**config.mk**
```make
export PLATFORM = sky130hd
export DESIGN_NAME = alu_mul_seq
export DESIGN_NICKNAME = d
export VERILOG_FILES = /design/src/rtl/alu_mul_seq.sv
export SDC_FILE = /design/constraint.sdc
export NUM_CORES = 1
export LEC_CHECK = 0
export CORE_MARGIN = 2
export CORE_UTILIZATION = 43
export DETAILED_ROUTE_END_ITERATION = 8
export HOLD_SLACK_MARGIN = 0.08
export PLACE_DENSITY = 0.77
export SETUP_SLACK_MARGIN = 0.5
export SKIP_CTS_REPAIR_TIMING = 1
export SLEW_MARGIN = 30
export SYNTH_ARGS = -nofsm -noshare
export SYNTH_HDL_FRONTEND = slang
export SYNTH_SLANG_ARGS = --single-unit
```
**constraint.sdc**
```tcl
create_clock -name CLK -period 2.1 [get_ports CLK]
set_input_delay 0.63 -clock CLK [delete_from_list [all_inputs] [get_ports CLK]]
set_output_delay 0.63 -clock CLK [all_outputs]
set_load 0.02 [all_outputs]
```
**src/rtl/alu_mul_seq.sv**
```systemverilog
// Shift-add multiply sequencer: drives a shared combinational ALU with ADD/SLL/SRL
// and returns the low WIDTH bits of a*b.
module alu_mul_seq #(
  parameter int         WIDTH      = 32,
  parameter bit         EARLY_EXIT = 1'b1,
  parameter logic [3:0] OP_ADD     = 4'b0000,
  parameter logic [3:0] OP_SLL     = 4'b0110,
  parameter logic [3:0] OP_SRL     = 4'b0111
) (
  input  logic             CLK,
  input  logic             RST_n,
  input  logic             start,
  input  logic [WIDTH-1:0] a,
  input  logic [WIDTH-1:0] b,
  output logic             busy,
  output logic             done,
  output logic [WIDTH-1:0] product,
  output logic [3:0]       alu_op,
  output logic [WIDTH-1:0] alu_op1,
  output logic [WIDTH-1:0] alu_op2,
  input  logic [WIDTH-1:0] alu_sol,
  input  logic             alu_zero
);

  // state | meaning
  // IDLE  | waiting for start
  // ADD   | acc <= acc + mc
  // SHL   | mc  <= mc << 1
  // SHR   | mp  <= mp >> 1, count bit, decide exit
  // DONE  | product valid, done pulse; accepts a new start
  typedef enum logic [2:0] {S_IDLE, S_ADD, S_SHL, S_SHR, S_DONE} state_t;

  localparam int             CW   = $clog2(WIDTH) + 1;
  localparam logic [CW-1:0]  LAST = CW'(WIDTH - 1);

  state_t           r_state;
  logic [WIDTH-1:0] r_acc, r_mc, r_mp, r_product;
  logic [CW-1:0]    r_cnt;
  logic             r_busy, r_done;

  always_ff @(posedge CLK or negedge RST_n) begin
    if (!RST_n) begin
      r_state   <= S_IDLE;
      r_acc     <= '0;
      r_mc      <= '0;
      r_mp      <= '0;
      r_cnt     <= '0;
      r_product <= '0;
      r_busy    <= 1'b0;
      r_done    <= 1'b0;
    end else begin
      r_done <= 1'b0;
      case (r_state)
        S_IDLE, S_DONE: begin
          if (start) begin
            r_acc  <= '0;
            r_mc   <= a;
            r_mp   <= b;
            r_cnt  <= '0;
            r_busy <= 1'b1;
            // A zero multiplier passes through SHR once so done lands one edge later
            if (EARLY_EXIT && (b == '0)) r_state <= S_SHR;
            else if (b[0])               r_state <= S_ADD;
            else                         r_state <= S_SHL;
          end else begin
            r_busy  <= 1'b0;
            r_state <= S_IDLE;
          end
        end
        S_ADD: begin
          r_acc   <= alu_sol;
          r_state <= S_SHL;
        end
        S_SHL: begin
          r_mc    <= alu_sol;
          r_state <= S_SHR;
        end
        S_SHR: begin
          r_mp  <= alu_sol;
          r_cnt <= r_cnt + 1'b1;
          if ((EARLY_EXIT && alu_zero) || (r_cnt == LAST)) begin
            r_state   <= S_DONE;
            r_done    <= 1'b1;
            r_busy    <= 1'b0;
            r_product <= r_acc;
          end else if (alu_sol[0]) begin
            r_state <= S_ADD;
          end else begin
            r_state <= S_SHL;
          end
        end
        default: begin
          r_state <= S_IDLE;
          r_busy  <= 1'b0;
        end
      endcase
    end
  end

  // ALU drive depends only on state and registers
  always_comb begin
    alu_op  = OP_ADD;
    alu_op1 = '0;
    alu_op2 = '0;
    case (r_state)
      S_ADD: begin
        alu_op  = OP_ADD;
        alu_op1 = r_acc;
        alu_op2 = r_mc;
      end
      S_SHL: begin
        alu_op  = OP_SLL;
        alu_op1 = r_mc;
        alu_op2 = WIDTH'(1);
      end
      S_SHR: begin
        alu_op  = OP_SRL;
        alu_op1 = r_mp;
        alu_op2 = WIDTH'(1);
      end
      default: begin
        alu_op  = OP_ADD;
        alu_op1 = '0;
        alu_op2 = '0;
      end
    endcase
  end

  assign busy    = r_busy;
  assign done    = r_done;
  assign product = r_product;

endmodule

```
# Word level (Yosys, flattened, before mapping)
# Cells that the tools add are included.
# classes
add_sub_neg,1
n_eq_ne,7
mux,22
n_bitwise,1
reduce_logical,14
# op_table
cell,count
$pmux W32 S2,4
$mux W32,3
$pmux W32 S3,1
$logic_not A32 Y1,1
$pmux W3 S4,1
$pmux W6 S2,1
$reduce_and A2 Y1,5
$add A6 B1 Y6 const B,1
$eq A3 B2 Y1 const B,2
$eq A6 B5 Y1 const B,1
$mux W2,3
$mux W3,2
$mux W6,1
$pmux W3 S2,1
$reduce_bool A2 Y1,3
$reduce_or A2 Y1,3
$mux W1,4
$ne A2 B2 Y1 const B,2
$eq A3 B1 Y1 const B,1
$eq A3 B3 Y1 const B,1
$logic_not A3 Y1,1
$pmux W1 S3,1
$logic_or A1 B1 Y1,1
$not A1 Y1,1
# totals
ff_bits,139
input_bits,100
out_inout_bits,102
word_cells,53

# Logic depth before layout (Yosys ltp)
# logic_depth
depth_word,4
depth_mapped,8
ltp_nobuf,5

# Worst setup path after synthesis
# No wires, ideal clock.
# synth_timing
kind,reg-to-output
startpoint,register r_state[1]
endpoint,output alu_op[2]
t_arrival_ps,1601
required_time_ps,1470
setup_slack_ps,-131
stages_incl_launch_ff,5
n_path_buf,3
cell_sequence,dfrtp_1 > clkbuf_1 > buf_1 > nor2b_1 > buf_4
# synth_via
elab_chain_cells,2
elab_cells_between_ends,3
cone_classes,eq/ne (2); mux (1)
# synth_rtl
item,line_no,source
from (decl),36,state_t r_state;
from (signal assigned),43,r_state <= S_IDLE;
from (signal assigned),62,if (EARLY_EXIT && (b == '0)) r_state <= S_SHR;
from (signal assigned),63,else if (b[0]) r_state <= S_ADD;
$eq A3 B2 Y1,105,case (r_state)
$pmux W3 S2 (*),105,
to (decl),18,"output logic [3:0] alu_op,"
# Every way passes the cells marked *; elsewhere a longest branch is shown, timed or not.

# Final worst setup path
# layout_timing
startpoint,register r_state[0]
endpoint,output alu_op1[14]
# layout_via
elab_chain_cells,2
elab_cells_between_ends,4
cone_classes,eq/ne (3); mux (1)
# layout_rtl
item,line_no,source
$eq A3 B2 Y1 / $eq A3 B1 Y1 (equally long branches),105,
$pmux W32 S3 (*),105,
to (decl),19,"output logic [WIDTH-1:0] alu_op1,"
# Marks and branches as above.

==> impl_metrics.csv <==
group,metric,value,unit
sta,rsz0062_at_grt,"true",
sta,max-slew-margin-rel,0.5854,
global_routing,antenna_found_initial,0,
power_and_ir_drop,p_sw,0.009040,W
die,coreArea,15200,sq um
die,die_h,128.9,um
global_routing,grt_max_degree,46,
die,rows,45,
drt,routed_wl,27.60,mm
sta,whs,0.1238,ns
layout,drive_above_1_share,0.5145,
synth,syn_nets,733,
power_and_ir_drop,power_density,1880,nW/um^2
sta,finalSetupViolCount,114,
layout,area_delta_synth_final,76.61,%
sta,fmax,396.0,MHz
run,max_cap_violations,0,
placement,gp_congestion,0.8391,
layout,filler_cell_count,879,
worst_setup_path,critPathMaxFanout,6,
worst_hold_path,hold_path.class,"in2async",
placement,dp_hpwl,15.15,mm
global_routing,overflow,0,
power_and_ir_drop,p_int,0.01323,W
drt,drt-wirelength-per-cell,23.96,um
drt,routed_via_density,5.946,
drt,drt_iter0_markers,670,
clock_network,h-tree-depth,4,
global_routing,grt_pass1_wl,34.25,mm
worst_setup_path,arrival,1.90,ns
layout,final_cell_mix,"dfrtp_1 (136), buf_6 (102), clkdlybuf4s50_1 (98)",
layout,fin_area,11850,sq um
worst_setup_path,crit_path_end_kind,"output port",
global_routing,grt_pass1_vias,6508,
synth,synthTopCellsByArea,"dfrtp_1 (52%), mux2_2 (11%), a22oi_1 (7.0%)",
outcome,violations,"setup timing",
sta,slew_viol_final,0,
die,io-pin-count,202,
synth,yosysTopAreaCell,"dfrtp_1",
sta,skew,0.01152,ns
sta,period_minus_slack,2.525,ns
global_routing,gr-usage-all-layers,0.2667,
synth,ys_seq_area_frac,0.5185,
drt,via_count,6850,
layout,n_antenna_cell,0,
clock_network,clkLatencyLatePin,0.42,ns
clock_network,numCtsBuffers,17,
synth,async_flop_share,1.000,
synth,yosys_warnings,0,
placement,place_area,9739,sq um
layout,finalNetCount,1053,
worst_setup_path,critPathKind,"reg2out",
sta,fin_crit_sh,1.202,
synth,synth.avg_cell_area,10.62,sq um
worst_setup_path,required,1.47,ns
layout,final_common_cell,"dfrtp_1",
synth,synth_seq_cells,139,
power_and_ir_drop,irDropWorstVdd,1037,uV
synth,synth_area,6709,sq um
sta,hold_viol_final,0,
synth,synth_ff_type,"dfrtp_1",
outcome,status,"finished with violations",
synth,synth_edf_count,0,
sta,tightest_slew,0.6162,ns
clock_network,clk_path_buf_depth,2,
placement,dp_slack,-0.4144,ns
synth,postSynthCellCount,632,
clock_network,tritoncts,"done",
synth,synth_top_area_share,0.5185,
sta,final.setup.worst_slack,-0.4252,ns
power_and_ir_drop,seq_power_share,0.232,
clock_network,tritoncts_num_sinks,139,
die,start_util,0.4413,
drt,first_pass_iters,7,
synth,synth_cell_type_count,37,
drt,drc,0,
power_and_ir_drop,comb_power_share,0.618,
power_and_ir_drop,cellLeakagePower,5.525,nW
power_and_ir_drop,clkPwrFrac,0.150,
power_and_ir_drop,swShare,0.4059,
die,dieArea,16620,sq um
clock_network,cts_root_buf,"clkbuf_16",
die,die_width,128.9,um
placement,numPortBuffers,200,
clock_network,clk_pin_slew,0.06,ns
drt,ant_nets,0,
worst_setup_path,start_kind,"flip-flop",
## layer usage
metal,global-route usage,share of wire,vias up
li1,-,-,2890
met1,0.3433,0.37,3401
met2,0.4426,0.50,465
met3,0.05821,0.086,94
met4,0.1029,0.042,0
met5,0,0,-
## synth_stat cells (2+ instances only)
library cell / n
a22o_1: 33
nand4_1: 3
nand2_1: 103
nand3_1: 4
mux2i_1: 32
o21ai_0: 36
dfrtp_1: 139
buf_4: 5
nor4_1: 7
nor3_1: 2
o21ai_1: 2
nor2b_1: 2
and2_1: 31
a22oi_1: 63
buf_1: 3
o211ai_1: 3
mux2_2: 64
a21oi_1: 2
buf_2: 24
clkbuf_1: 19
nor2_1: 37
inv_1: 3
## area by class of cell
type                            count  area [sq um]  area share
Clock buffer                       26         529.3     0.04467
Clock inverter                      5         127.6     0.01077
Inverter                            3         16.27    0.001373
Multi-Input combinational cell    438          3660      0.3089
Sequential cell                   139          3482      0.2939
Tap cell                          188         235.2     0.01985
Timing Repair Buffer              352          3794      0.3202
Timing Repair inverter              1         5.005   0.0004224
## worst max-delay path: stages (launching register included)
cell     delay, ns
dfrtp_2       0.42
buf_12        0.16
buf_12        0.13
mux2_2        0.33
a22oi_2       0.20
nor2_4        0.08
buf_6         0.14
## worst paths after layout
kind | startpoint | endpoint | slack [ns] | cells past startpoint
setup reg to reg | r_state[0]$_DFF_PN0_ | r_mp[22]$_DFFE_PN0P_ | -0.28 | 14
setup / recovery | r_state[0]$_DFF_PN0_ | alu_op1[14] | -0.43 | 6
hold reg to reg | r_mp[13]$_DFFE_PN0P_ | r_mp[13]$_DFFE_PN0P_ | 0.48 | 2
max in group asynchronous | RST_n | r_acc[13]$_DFFE_PN0P_ | 1.33 | 2
min in group CLK | r_mp[13]$_DFFE_PN0P_ | r_mp[13]$_DFFE_PN0P_ | 0.48 | 2
hold / removal | RST_n | product[29]$_DFFE_PN0P_ | 0.12 | 1
## through the flow
step	utilization	TNS (ns)	power, W	instances
floorplan	-	0	0.01095	632
global placement	0.6407	-27.52	0.01501	1049
detailed placement	0.6407	-29.15	0.01532	1049
CTS	0.6839	-50.54	0.01871	1080
global route	0.7794	-37.71	0.02312	1152
finish	0.7794	-32.57	0.02227	1152
## power groups by stage
stage	sequential, W	combinational, W	clock, W
after floorplan	0.00494	0.00602	0
after global placement	0.00482	0.0102	0
after detailed placement	0.00488	0.0104	0
after CTS	0.00487	0.0105	0.00333
after global routing	0.00525	0.0144	0.00345
final	0.00517	0.0138	0.00334
## state kept, by name, summed over array words and instances (netlist names)
name	flops
busy	1
r_cnt	6
r_mp	32
r_state	3
done	1
product	32
r_acc	32
r_mc	32
## logic make-up after synthesis
| kind of cell | after synthesis | synth area share |
|---|---|---|
| flops | 139 | 0.5185 |
| other cells | 1 | 0.0005590 |
| compound gates | 144 | 0.1526 |
| xor+xnor | 1 | 0.001306 |
| fa+ha+maj | 1 | 0.001865 |
| mux | 96 | 0.1552 |
| simple gates | 195 | 0.1309 |
| buf+inv | 55 | 0.03917 |
Power figures use the tool's default switching activity.
